**config.mk**
```make
export PLATFORM = sky130hd
export DESIGN_NAME = fp_compare_pipe
export DESIGN_NICKNAME = d
export VERILOG_FILES = /design/src/rtl/fpu_pkg.sv /design/src/rtl/fp_classify.sv /design/src/rtl/fp_compare_pipe.sv
export SDC_FILE = /design/constraint.sdc
export NUM_CORES = 1
export LEC_CHECK = 0
export BUFFER_PORTS_ARGS = -buffer_cell sky130_fd_sc_hd__buf_2
export CORE_AREA = 2 2 106 119
export CTS_CLUSTER_SIZE = 28
export DETAILED_ROUTE_END_ITERATION = 8
export DIE_AREA = 0 0 108 121
export PLACE_DENSITY = 0.76
export SYNTH_ARGS = -nofsm -noshare
export SYNTH_HDL_FRONTEND = slang
export SYNTH_SLANG_ARGS = --single-unit
```
**constraint.sdc**
```tcl
create_clock -name i_clk -period 3.3 [get_ports i_clk]
set_input_delay 0.33 -clock i_clk [delete_from_list [all_inputs] [get_ports i_clk]]
set_output_delay 0.33 -clock i_clk [all_outputs]
set_load 0.01 [all_outputs]
```
**src/rtl/fpu_pkg.sv**
```systemverilog
// Shared FPU types: binary32 field widths, compare opcodes, operand class
// bits, and the registered result bundle of the compare pipeline.
package fpu_pkg;

  localparam int FLEN   = 32;
  localparam int EXP_W  = 8;
  localparam int MANT_W = 23;

  typedef enum logic [2:0] {
    FLT  = 3'd0,
    FEQ  = 3'd1,
    FLE  = 3'd2,
    FMIN = 3'd3,
    FMAX = 3'd4
  } fcmp_op_e;

  typedef struct packed {
    logic zero;
    logic qnan;
    logic snan;
    logic sign;
  } fp_class_t;

  typedef struct packed {
    logic gt;
    logic lt;
    logic eq;
    logic nan;
    logic invalid;
    logic flt;
    logic feq;
    logic fle;
    logic fmin;
    logic fmax;
  } fcmp_res_t;

endpackage

```
**src/rtl/fp_classify.sv**
```systemverilog
// Combinational binary32 classifier: zero, quiet/signalling NaN and sign.
module fp_classify
  import fpu_pkg::*;
(
  input  logic [FLEN-1:0] operand_i,
  output fp_class_t       class_o
);

  logic [EXP_W-1:0]  expField;
  logic [MANT_W-1:0] mantField;

  assign expField  = operand_i[FLEN-2 -: EXP_W];
  assign mantField = operand_i[MANT_W-1:0];

  // The mantissa MSB is the quiet bit; an all-ones exponent with zero mantissa is infinity.
  assign class_o.zero = (expField == '0) && (mantField == '0);
  assign class_o.qnan = (&expField) && mantField[MANT_W-1];
  assign class_o.snan = (&expField) && !mantField[MANT_W-1] && (|mantField);
  assign class_o.sign = operand_i[FLEN-1];

endmodule

```
**src/rtl/fp_compare_pipe.sv**
```systemverilog
// Two-stage binary32 compare: S1 classifies and compares magnitudes,
// S2 resolves sign ordering and holds the result under backpressure.
module fp_compare_pipe
  import fpu_pkg::*;
(
  input  logic            i_clk,
  input  logic            i_reset,
  input  logic            i_flush,
  input  logic            i_valid,
  output logic            o_ready,
  input  logic [FLEN-1:0] i_rs1_f,
  input  logic [FLEN-1:0] i_rs2_f,
  input  logic [2:0]      i_op,
  output logic            o_valid,
  input  logic            i_ready,
  output logic [FLEN-1:0] o_rs1_f,
  output logic [FLEN-1:0] o_rs2_f,
  output logic            o_flt,
  output logic            o_feq,
  output logic            o_fle,
  output logic            o_fmin,
  output logic            o_fmax,
  output logic            o_greater_than,
  output logic            o_less_than,
  output logic            o_equal,
  output logic            o_nan,
  output logic            o_invalid
);

  logic            s1_valid_q;
  logic [FLEN-1:0] s1_rs1_q, s1_rs2_q;
  logic [2:0]      s1_op_q;
  fp_class_t       s1_cls1_q, s1_cls2_q;
  logic            s1_mag_lt_q, s1_mag_eq_q;

  logic            s2_valid_q;
  logic [FLEN-1:0] s2_rs1_q, s2_rs2_q;
  fcmp_res_t       res_d, res_q;

  fp_class_t       cls1_d, cls2_d;
  logic            s2Advance;
  logic            anyNan, anySnan, bothZero;

  fp_classify u_cls_rs1 (.operand_i(i_rs1_f), .class_o(cls1_d));
  fp_classify u_cls_rs2 (.operand_i(i_rs2_f), .class_o(cls2_d));

  assign s2Advance = !s2_valid_q || i_ready;
  assign o_ready   = !s1_valid_q || s2Advance;

  always_ff @(posedge i_clk) begin
    if (i_reset || i_flush) begin
      s1_valid_q <= 1'b0;
    end else if (o_ready) begin
      s1_valid_q <= i_valid;
    end
  end

  // Payload needs no reset: it is only observed through s1_valid_q.
  always_ff @(posedge i_clk) begin
    if (i_valid && o_ready) begin
      s1_rs1_q    <= i_rs1_f;
      s1_rs2_q    <= i_rs2_f;
      s1_op_q     <= i_op;
      s1_cls1_q   <= cls1_d;
      s1_cls2_q   <= cls2_d;
      s1_mag_lt_q <= i_rs1_f[FLEN-2:0] <  i_rs2_f[FLEN-2:0];
      s1_mag_eq_q <= i_rs1_f[FLEN-2:0] == i_rs2_f[FLEN-2:0];
    end
  end

  assign anySnan  = s1_cls1_q.snan | s1_cls2_q.snan;
  assign anyNan   = anySnan | s1_cls1_q.qnan | s1_cls2_q.qnan;
  assign bothZero = s1_cls1_q.zero & s1_cls2_q.zero;

  always_comb begin
    res_d     = '0;
    res_d.nan = anyNan;
    if (!anyNan) begin
      if ((s1_rs1_q == s1_rs2_q) || bothZero) begin
        res_d.eq = 1'b1;
      end else if (s1_cls1_q.sign != s1_cls2_q.sign) begin
        res_d.lt = s1_cls1_q.sign;
        res_d.gt = s1_cls2_q.sign;
      end else if (!s1_cls1_q.sign) begin
        res_d.lt = s1_mag_lt_q;
        res_d.gt = !s1_mag_lt_q && !s1_mag_eq_q;
      end else begin
        res_d.lt = !s1_mag_lt_q && !s1_mag_eq_q;
        res_d.gt = s1_mag_lt_q;
      end
    end
    // Ordered compares signal on any NaN; equality and min/max only on signalling NaN.
    case (s1_op_q)
      FLT:     begin res_d.flt  = 1'b1; res_d.invalid = anyNan;  end
      FEQ:     begin res_d.feq  = 1'b1; res_d.invalid = anySnan; end
      FLE:     begin res_d.fle  = 1'b1; res_d.invalid = anyNan;  end
      FMIN:    begin res_d.fmin = 1'b1; res_d.invalid = anySnan; end
      FMAX:    begin res_d.fmax = 1'b1; res_d.invalid = anySnan; end
      default: ;
    endcase
  end

  always_ff @(posedge i_clk) begin
    if (i_reset) begin
      s2_valid_q <= 1'b0;
      s2_rs1_q   <= '0;
      s2_rs2_q   <= '0;
      res_q      <= '0;
    end else if (i_flush) begin
      s2_valid_q <= 1'b0;
    end else if (s2Advance) begin
      s2_valid_q <= s1_valid_q;
      if (s1_valid_q) begin
        s2_rs1_q <= s1_rs1_q;
        s2_rs2_q <= s1_rs2_q;
        res_q    <= res_d;
      end
    end
  end

  assign o_valid        = s2_valid_q;
  assign o_rs1_f        = s2_rs1_q;
  assign o_rs2_f        = s2_rs2_q;
  assign o_greater_than = res_q.gt;
  assign o_less_than    = res_q.lt;
  assign o_equal        = res_q.eq;
  assign o_nan          = res_q.nan;
  assign o_invalid      = res_q.invalid;
  assign o_flt          = res_q.flt;
  assign o_feq          = res_q.feq;
  assign o_fle          = res_q.fle;
  assign o_fmin         = res_q.fmin;
  assign o_fmax         = res_q.fmax;

endmodule

```
==> out/metrics.csv, run 1 <==
metric,value,unit
status,"finished, final reports clean",
yosysTopAreaCellShare,35.80,%
layout.nets,856,
grt_pass1_vias,4874,
core-area,11820,sq um
synth_seq_cells,151,
period_share,66.83,%
wl,15950,um
min_path_type,in -> reg,
slew_headroom,27.92,%
hold-path-endpoint,s1_op_q[0]$_DFFE_PP_,
crit_type,reg -> reg,
synth.distinct_cells,36,
synthToLayoutAreaGrowth,22.89,%
syn_area,6291,sq um
grtUsageTotal,24.87,%
min_from,i_op[0],
fp.dieH,121,um
layout-drive-gt1-share,24.93,%
n_fill_cell,924,
cts-resized-gates,0,
tightest_slew,1.081,ns
synth_top_area_cell,edfxtp_1,
post-route-min-period,2.206,ns
grt_overflow,0,
cp.arrival,2.55,ns
cts_tree,yes,
dp_hpwl,11710,um
ys_warn_count,0,
ioPinCount,148,
hold_viol,0,
r2r_end,o_rs2_f[3]$_SDFFE_PP0P_,
dieArea,13070,sq um
root_buffer,clkbuf_16,
cts_sinks,151,
drtAntennaViolNets,0,
drc_errors,0,
cellLeakagePower,3.181,nW
synth-xor-area-share,4.455,%
grt_antenna_before_repair,1,
power.density,548.4,nW/um^2
place_congestion,0.9044,
slew_viol_final,0,
clock_skew,0.007940,ns
crit_fanout,50,
dp.cells,888,
cts-htree-levels,4,
initial_utilization,53.21,%
grt_pass1_wl,24460,um
drt_iter0_drc,386,
setup_violations,0,
cp-start-kind,flop,
r2r-start,o_valid$_SDFFE_PP0P_,
fp.dieW,108,um
io_buffers,147,
synth_top_family_by_area,simple AND/OR/NAND/NOR gates,
fmax,453.4,MHz
endpoint_kind,flop,
cts_buffer_depth,2,
grt_max_degree,51,
vias,5035,
syn_inst,606,
layout_commonest_cell,buf_2,
clk-insertion-delay-late,0.42,ns
setup_tns,0,ns
r2r_slack,1.09,ns
viasPerCell,5.467,
worst_ep_required_time,3.65,ns
ir_drop,278.0,uV
post_cts.repair.setup_buffers,0,
synth_compound_area_share,8.970,%
dr.pass1.iters,5,
syn_nets,709,
cts_hold_buf,0,
reg2regPathDepth,5,
clk_pin_slew,0.06,ns
cap_violations,0,
most-common-layout-cells,"buf_2 (147), nand2_1 (141), a21oi_1 (77), dfxtp_1 (76), edfxtp_1 (75)",
yosys-mux-area-fraction,0,%
seq_area_frac_synth,59.98,%
synth_fa_ha_area_share,6.165,%
yosys.area_share.simple,16.67,%
synth.area.top_cells,"edfxtp_1 (36%), dfxtp_1 (24%), nand2_1 (8.4%)",
rows,42,
final_cells,921,
synth.avg_cell_area,10.38,sq um
rsz0062_at_grt,no,
min_path_cells,1,
cts_buffers,17,
wl_per_cell,17.32,um
==> sequential cells by signal (all words and copies together) (netlist names) <==
| signal | cells |
|---|---|
| o_rs1_f | 32 |
| o_rs2_f | 32 |
| s1_rs1_q | 32 |
| s1_rs2_q | 32 |
| s1_cls1_q | 3 |
| s1_cls2_q | 3 |
| s1_op_q | 3 |
| o_equal | 1 |
| o_feq | 1 |
| o_fle | 1 |
| o_flt | 1 |
| o_fmax | 1 |
| o_fmin | 1 |
| o_greater_than | 1 |
| o_invalid | 1 |
| o_less_than | 1 |
| o_nan | 1 |
| o_valid | 1 |
| s1_mag_eq_q | 1 |
| s1_mag_lt_q | 1 |
| s1_valid_q | 1 |
==> power breakdown <==
| part | internal (W) | total (W) | switching (W) |
|---|---|---|---|
| registers | 0.00204 | 0.00209 | 0.0000485 |
| clock network | 0.00104 | 0.00181 | 0.000775 |
| logic | 0.000134 | 0.000335 | 0.000201 |
| total | 0.00322 | 0.00424 | 0.00102 |
==> how the worst max path moves through the flow <==
stage | startpoint | to | slack, ns
2_1_floorplan | o_valid$_SDFFE_PP0P_ | s1_cls1_q[1]$_DFFE_PP_ | 0.48
3_3_place_gp | i_ready | o_rs2_f[3]$_SDFFE_PP0P_ | 1.14
3_5_place_dp | i_ready | o_rs2_f[15]$_SDFFE_PP0P_ | 1.03
4_1_cts | o_valid$_SDFFE_PP0P_ | o_rs1_f[16]$_SDFFE_PP0P_ | 1.11
5_1_grt | o_valid$_SDFFE_PP0P_ | o_rs2_f[3]$_SDFFE_PP0P_ | 0.90
6_report | o_valid$_SDFFE_PP0P_ | o_rs2_f[3]$_SDFFE_PP0P_ | 1.09
==> metal layers <==
layer	global-route usage, %	up-vias	routed length, um
met5	0	-	0
met4	9.054	0	359
met3	6.230	28	1151
met2	42.89	206	8181
met1	30.04	2388	6259
li1	-	2413	-
==> cell families after synthesis <==
logic type,count (synthesis)
flops,151
fa+ha+maj,31
xor+xnor,32
simple gates,230
buf+inv,58
compound gates,104
==> Yosys cell counts (all sizes together) <==
master    n
nand3     3
dfxtp    76
and2      1
a211oi    3
nor2b     4
xnor2    32
nand4b    1
edfxtp   75
buf      10
or3b      1
nor3b     1
nor4b     1
o221ai    1
a32oi     2
nand4    20
a21o      4
nand3b    1
inv      33
nor4     20
or3       1
o21ai    10
nor3     10
a211o     1
nor2     21
clkbuf   15
a31oi     1
a22oi     1
o22ai     2
a21oi    77
o21a      2
nand2   141
ha       31
and3      4
==> critical path, cell delays in order, from the launching register on <==
cell and delay, ns:
dfxtp_1 0.33, nor2b_4 0.21, or3b_2 0.85, buf_4 0.44, nand2_1 0.11, a21oi_1 0.15
==> through the flow <==
stage               setup WS, ns  utilization, %  area [sq um]  power, W  hold WS (ns)
floorplan                 0.4845               -          6291  0.002302        0.4093
global placement           1.138           60.66          7172  0.002445        0.4381
detailed placement         1.028           60.66          7172  0.002462        0.4442
CTS                        1.113           65.37          7729  0.004254       0.07771
global route              0.8993           65.37          7729  0.004373       0.07822
finish                     1.094           65.39          7731  0.004240       0.08826
==> area by class of cell <==
type,count,area (sq um),share of cell area (%)
Clock buffer,17,425.4,5.503
Clock inverter,15,131.4,1.699
Inverter,33,123.9,1.602
Multi-Input combinational cell,397,2288,29.60
Timing Repair Buffer,153,793.3,10.26
Tap cell,154,192.7,2.492
Sequential cell,151,3774,48.81
Antenna cell,1,2.502,0.03237
No activity file was read; power rests on OpenSTA's default activity.
==> inputs of run 2 (changes only) <==
--- a/config.mk
+++ b/config.mk
@@ -5,12 +5,13 @@
 export SDC_FILE = /design/constraint.sdc
 export NUM_CORES = 1
 export LEC_CHECK = 0
+export ABC_AREA = 1
 export BUFFER_PORTS_ARGS = -buffer_cell sky130_fd_sc_hd__buf_2
-export CORE_AREA = 2 2 106 119
+export CORE_AREA = 2 2 113 126
 export CTS_CLUSTER_SIZE = 28
 export DETAILED_ROUTE_END_ITERATION = 8
-export DIE_AREA = 0 0 108 121
-export PLACE_DENSITY = 0.76
+export DIE_AREA = 0 0 115 128
+export PLACE_DENSITY = 0.72
 export SYNTH_ARGS = -nofsm -noshare
 export SYNTH_HDL_FRONTEND = slang
 export SYNTH_SLANG_ARGS = --single-unit
==> constraint.sdc (replaced) <==
create_clock -name i_clk -period 1.93 [get_ports i_clk]
set_input_delay 0.193 -clock i_clk [delete_from_list [all_inputs] [get_ports i_clk]]
set_output_delay 0.193 -clock i_clk [all_outputs]
set_load 0.01 [all_outputs]
==> run 2 against run 1 <==
Register-to-register slack got worse by 0.69 ns. Combinational power increased by 130%. Design area increased by 12%. Global-route usage decreased by 1.2 points. Cell count increased by 18%. Utilization decreased by 1.2 points. Clock skew about the same. Die area increased by 13%. Sequential share of layout area decreased by 5.3 points. Critical path type is now in -> reg. Highest routed layer unchanged.
==> out/metrics.csv, run 2 <==
metric,value,unit,change
most-common-layout-cells,"buf_2 (147), nand2_1 (96), nor2_1 (90), inv_1 (87), o21ai_0 (78)",,"was buf_2 (147), nand2_1 (141), a21oi_1 (77), dfxtp_1 (76), edfxtp_1 (75)"
cap_violations,0,,unchanged
clk_pin_slew,0.06,ns,about the same
slew_headroom,65.61,%,was 27.92%
cellLeakagePower,4.080,nW,was 3.181 nW
grt_pass1_wl,26650,um,was 24460 um
power.density,866.9,nW/um^2,was 548.4 nW/um^2
p_int,0.005739,W,was 0.003216 W
fp.dieW,115,um,was 108 um
rsz0062_at_grt,no,,unchanged
synth.distinct_cells,24,,was 36
cts_tree,yes,,unchanged
ioPinCount,148,,unchanged
min_path_type,in -> reg,,unchanged
wl_per_cell,15.49,um,was 17.32 um
hold_viol,0,,unchanged
cts_buffers,17,,unchanged
cp.depth,9,,was 5
slew_viol_final,0,,unchanged
grt_overflow,0,,unchanged
drc_errors,0,,unchanged
grtUsageTotal,23.67,%,was 24.87%
post-route-min-period,1.878,ns,
fmax,532.5,MHz,
grt_pass1_vias,5434,,was 4874
pwr-share-clk,42.0,%,was 42.7%
layout_commonest_cell,buf_2,,unchanged
min_path_cells,1,,unchanged
syn_area,6459,sq um,was 6291 sq um
place_congestion,0.8762,,was 0.9044
initial_utilization,47.80,%,was 53.21%
setup_violations,0,,unchanged
synth.area.top_cells,"edfxtp_1 (35%), dfxtp_1 (24%), o21ai_0 (6.0%)",,"was edfxtp_1 (36%), dfxtp_1 (24%), nand2_1 (8.4%)"
synthFlopType,dfxtp_1,,unchanged
dr.pass1.iters,4,,was 5
reg2regPathDepth,7,,was 5
root_buffer,clkbuf_16,,unchanged
clk-insertion-delay-late,0.42,ns,about the same
layout.nets,1009,,was 856
status,"finished, final reports clean",,unchanged
io_buffers,147,,unchanged
yosys-top-cells-count,"nand2_1 (98), nor2_1 (91), inv_1 (89), o21ai_0 (78), dfxtp_1 (76)",,"was nand2_1 (141), a21oi_1 (77), dfxtp_1 (76), edfxtp_1 (75), inv_1 (33)"
syn_inst,687,,was 606
crit_fanout,2,,was 50
syn_nets,790,,was 709
cp_cell_sequence,dlygate4sd3_1 -> buf_2 -> inv_1 -> nand4_1 -> nor4_1 -> buf_4 -> nand4_1 -> buf_4 -> nor3_1,,was nor2b_4 -> or3b_2 -> buf_4 -> nand2_1 -> a21oi_1
grt_max_degree,62,,was 51
worst_ep_required_time,2.16,ns,was 3.65 ns
fp.dieH,128,um,was 121 um
synth.avg_cell_area,9.401,sq um,was 10.38 sq um
cpPeakStageDelay,0.54,ns,was 0.85 ns
dieArea,14720,sq um,was 13070 sq um
finalPower,0.007521,W,was 0.004240 W
dp.cells,987,,was 888
pwr-share-comb,10.1,%,was 7.9%
diodes,0,,was 1
cp.buffers_inverters,5,,was 1
p_sw,0.001782,W,was 0.001024 W
final_cells,1083,,was 921
cts_buffer_depth,2,,unchanged
seq_area_frac_synth,58.43,%,was 59.98%
synthToLayoutAreaGrowth,34.33,%,was 22.89%
layout-drive-gt1-share,21.65,%,was 24.93%
synth_edf_count,75,,unchanged
wl,16780,um,was 15950 um
drtAntennaViolNets,0,,unchanged
cp-start-kind,input pin,,was flop
ir_drop,556.7,uV,was 278.0 uV
viasPerCell,5.086,,was 5.467
dp_hpwl,11460,um,was 11710 um
cp_top_family,buffers and inverters,,was simple AND/OR/NAND/NOR gates
rows,45,,was 42
grt_antenna_before_repair,0,,was 1
yosysTopAreaCellShare,34.87,%,was 35.80%
crit_type,in -> reg,,was reg -> reg
period_share,97.30,%,
ys_async_sr_fraction,0,%,unchanged
cts_sinks,151,,unchanged
p_seq_share,47.9,%,was 49.4%
cts-htree-levels,4,,unchanged
synth_seq_cells,151,,unchanged
switching_share,23.69,%,was 24.15%
cp.arrival,2.10,ns,was 2.55 ns
drt_iter0_drc,362,,was 386
synth.most_common_cell,nand2_1,,unchanged
core-area,13510,sq um,was 11820 sq um
synth_top_area_cell,edfxtp_1,,unchanged
ys_warn_count,0,,unchanged
tightest_slew,0.5111,ns,was 1.081 ns
clock_skew,0.007811,ns,was 0.007940 ns
endpoint_kind,flop,,unchanged
slowest_stage,dlygate4sd3_1,,was or3b_2
vias,5508,,was 5035
-- run 2: what timing repair did --
action	in CTS	in global routing
endpoints found under the hold margin	64	0
setup buffers	0	0
hold buffers	64	0
endpoints found under the setup margin	0	2
resized for setup	0	1
-- run 2: per-layer routing --
layer	vias up	global-route usage [%]	share of wire [%]
met1	2543	28.17	42
li1	2736	-	-
met2	189	40.38	50
met3	40	5.816	5.3
met4	0	10.63	2.6
met5	-	0	0
-- run 2: cell type report --
cell class | instances | area, sq um
repair buffers | 222 | 1534
fillers | 1106 | 4837
flip-flops and latches | 151 | 3775
inverters | 90 | 341.6
clock buffers | 17 | 425.4
multi-input cells | 424 | 2257
clock inverters | 15 | 137.6
well taps | 164 | 205.2
-- run 2: worst paths after layout --
kind	start	endpoint	slack, ns
min	i_rs1_f[23]	s1_rs1_q[23]$_DFFE_PP_	0.02
max reg2reg	s1_valid_q$_SDFFE_PP0N_	o_less_than$_SDFFE_PP0P_	0.40
min reg2reg	o_flt$_SDFFE_PP0P_	o_flt$_SDFFE_PP0P_	0.47
max	i_rs2_f[16]	s1_cls2_q[3]$_DFFE_PP_	0.05
-- run 2: cell families (layout without fill, tap and decap cells) --
logic type	after synthesis	count (layout)	synth area share (%)
simple gates	233	233	15.15
flops	151	151	58.43
compound gates	144	144	11.24
buf+inv	112	344	7.013
fa+ha+maj	31	31	6.005
xor+xnor	16	16	2.170
-- run 2: worst reg2reg max path, cell delays in order, from the launching register on --
cell,delay (ns)
dfxtp_1,0.36
inv_1,0.08
nor3_4,0.32
buf_12,0.28
nand2_1,0.12
nor2_1,0.10
nand3_1,0.08
a21oi_1,0.11
-- run 2: through the flow --
stage | TNS (ns) | cell area, sq um | hold WS [ns] | util (%) | worst slack, ns
global placement | 0 | 7466 | 0.3827 | 55.25 | 0.2341
CTS | 0 | 8670 | 0.003567 | 64.16 | 0.01550
global route | 0 | 8676 | 0.01382 | 64.20 | 0.01115
detailed placement | 0 | 7466 | 0.3729 | 55.25 | 0.08622
floorplan | -18.94 | 6476 | 0.2621 | - | -0.2525
finish | 0 | 8676 | 0.02118 | 64.20 | 0.05205
-- run 2: power by group through the flow --
| stage | sequential [W] | combinational, W | clock, W |
|---|---|---|---|
| detailed placement | 0.00367 | 0.000640 | 0 |
| global route | 0.00362 | 0.000851 | 0.00332 |
| floorplan | 0.00368 | 0.000336 | 0 |
| finish | 0.00360 | 0.000757 | 0.00316 |
| global placement | 0.00367 | 0.000629 | 0 |
| CTS | 0.00360 | 0.000748 | 0.00319 |
==> inputs of run 3 (changes only) <==
==> constraint.sdc (replaced) <==
create_clock -name i_clk -period 1.93 [get_ports i_clk]
set_input_delay 0 -clock i_clk [delete_from_list [all_inputs] [get_ports i_clk]]
set_output_delay 0 -clock i_clk [all_outputs]
set_load 0.01 [all_outputs]
==> run 3 against run 2 <==
Cell count rose by 0.46%. Critical path depth is 1 lower. Die area unchanged. Clock skew is essentially flat. Count of clock-buffer cells in the layout rose by 12. Design area is essentially flat. Global-route usage is 0.13 points higher. Critical path type unchanged.
==> out/metrics.csv, run 3 (same netlist as run 2, synthesis figures left out) <==
metric,value,unit,change
status,"finished, final reports clean",,unchanged
wl,16880,um,was 16780 um
grt_busiest_layer,met2,,unchanged
vias,5546,,was 5508
setup_violations,0,,unchanged
use_met1,28.80,%,was 28.17%
fp.dieW,115,um,unchanged
layout_commonest_cell,buf_2,,unchanged
slew_viol_final,0,,unchanged
clock_skew,0.008073,ns,was 0.007811 ns
cts-htree-levels,4,,unchanged
cp.arrival,1.83,ns,was 2.10 ns
min_path_cells,2,,was 1
endpoint_kind,flop,,unchanged
viasPerCell,5.097,,was 5.086
grt_max_degree,76,,was 62
period_share,86.46,%,was 97.30%
grtUsageTotal,23.80,%,was 23.67%
n_fill_cell,1102,,was 1106
reg2regPathDepth,5,,was 7
most-common-layout-cells,"buf_2 (147), nand2_1 (96), nor2_1 (90), inv_1 (87), o21ai_0 (78)",,unchanged
rsz0062_at_grt,no,,unchanged
layout.nets,1014,,was 1009
place_congestion,0.8974,,was 0.8762
fmax,599.3,MHz,was 532.5 MHz
core-area,13510,sq um,unchanged
crit_fanout,3,,was 2
drc_errors,0,,unchanged
hold_viol,0,,unchanged
dp.cells,985,,was 987
layout-drive-gt1-share,21.00,%,was 21.65%
io_buffers,147,,unchanged
grt_use_met2,40.03,%,was 40.38%
rows,45,,unchanged
dieArea,14720,sq um,unchanged
tightest_slew,0.6777,ns,was 0.5111 ns
cts_buffers,17,,unchanged
wl_per_cell,15.52,um,was 15.49 um
dp_hpwl,11130,um,was 11460 um
power.density,858.6,nW/um^2,was 866.9 nW/um^2
cellLeakagePower,4.098,nW,was 4.080 nW
grt_pass1_wl,26560,um,was 26650 um
root_buffer,clkbuf_16,,unchanged
cts_tree,yes,,unchanged
dr.pass1.iters,6,,was 4
post_cts.repair.setup_buffers,0,,unchanged
final_cell_area,8675,sq um,was 8676 sq um
grt_overflow,0,,unchanged
cp-start-kind,input pin,,unchanged
synthToLayoutAreaGrowth,34.31,%,was 34.33%
dpl_cell_area,7401,sq um,was 7466 sq um
hold_ws,0.2990,ns,was 0.02118 ns
fp.dieH,128,um,unchanged
drt_iter0_drc,355,,was 362
ioPinCount,148,,unchanged
cts_buffer_depth,2,,unchanged
grt_pass1_vias,5362,,was 5434
cts_sinks,151,,unchanged
initial_utilization,47.80,%,unchanged
clk-insertion-delay-late,0.42,ns,about the same
crit_type,in -> reg,,unchanged
clk_pin_slew,0.06,ns,about the same
cap_violations,0,,unchanged
slew_headroom,54.75,%,was 65.61%
diodes,0,,unchanged
drtAntennaViolNets,0,,unchanged
worst_ep_required_time,2.09,ns,was 2.16 ns
post-route-min-period,1.669,ns,was 1.878 ns
grt_util_met3,4.965,%,was 5.816%
min_path_type,in -> reg,,unchanged
finalPower,0.007448,W,was 0.007521 W
final_cells,1088,,was 1083
ir_drop,617.6,uV,was 556.7 uV
grt_antenna_before_repair,0,,unchanged
==> run 3: worst max-delay path: stages <==
cell and delay, ns:
dlygate4sd3_1 0.55, buf_2 0.15, ha_1 0.29, nand2_1 0.07, nor2_1 0.16, nand4_1 0.16, nor4_2 0.31, a21oi_1 0.13
==> run 3: routing by layer <==
metal / vias up / part of all wire, % / wire, um
met5: - / 0 / 0
met1: 2540 / 42 / 7043
met4: 0 / 3.3 / 562
li1: 2748 / - / -
met3: 40 / 5.5 / 931
met2: 218 / 49 / 8343
==> run 3: path summary, 6_finish.rpt <==
| check | start | to | slack [ns] |
|---|---|---|---|
| hold reg to reg | o_feq$_SDFFE_PP0P_ | o_feq$_SDFFE_PP0P_ | 0.48 |
| setup reg to reg | s1_valid_q$_SDFFE_PP0N_ | o_rs1_f[16]$_SDFFE_PP0P_ | 0.39 |
| hold / removal | i_rs2_f[12] | s1_rs2_q[12]$_DFFE_PP_ | 0.30 |
| setup / recovery | i_rs1_f[30] | s1_mag_lt_q$_DFFE_PP_ | 0.26 |
==> run 3: what timing repair did <==
item	in CTS	in global routing
gates resized for setup	0	1
hold buffers	71	0
endpoints found under the hold margin	76	0
endpoints found under the setup margin	0	1
==> run 3: area by class of cell <==
| type | instances | area [sq um] | area share (%) |
|---|---|---|---|
| clock inverters | 3 | 15.01 | 0.1731 |
| repair buffers | 227 | 1539 | 17.74 |
| multi-input cells | 424 | 2257 | 26.02 |
| inverters | 90 | 341.6 | 3.938 |
| flip-flops and latches | 151 | 3775 | 43.52 |
| well taps | 164 | 205.2 | 2.366 |
| clock buffers | 29 | 541.8 | 6.245 |
==> run 3: power breakdown <==
part	internal, W	switching (W)
clock	0.00189	0.00120
combinational	0.000340	0.000415
sequential	0.00352	0.0000821
==> run 3: metrics by stage <==
| stage | worst slack [ns] | utilization, % | TNS, ns |
|---|---|---|---|
| after global routing | 0.1587 | 64.19 | 0 |
| after CTS | 0.1320 | 64.15 | 0 |
| after floorplan | -0.2525 | - | -18.94 |
| final | 0.2613 | 64.19 | 0 |
| after detailed placement | 0.2180 | 54.77 | 0 |
| after global placement | 0.2270 | 54.77 | 0 |
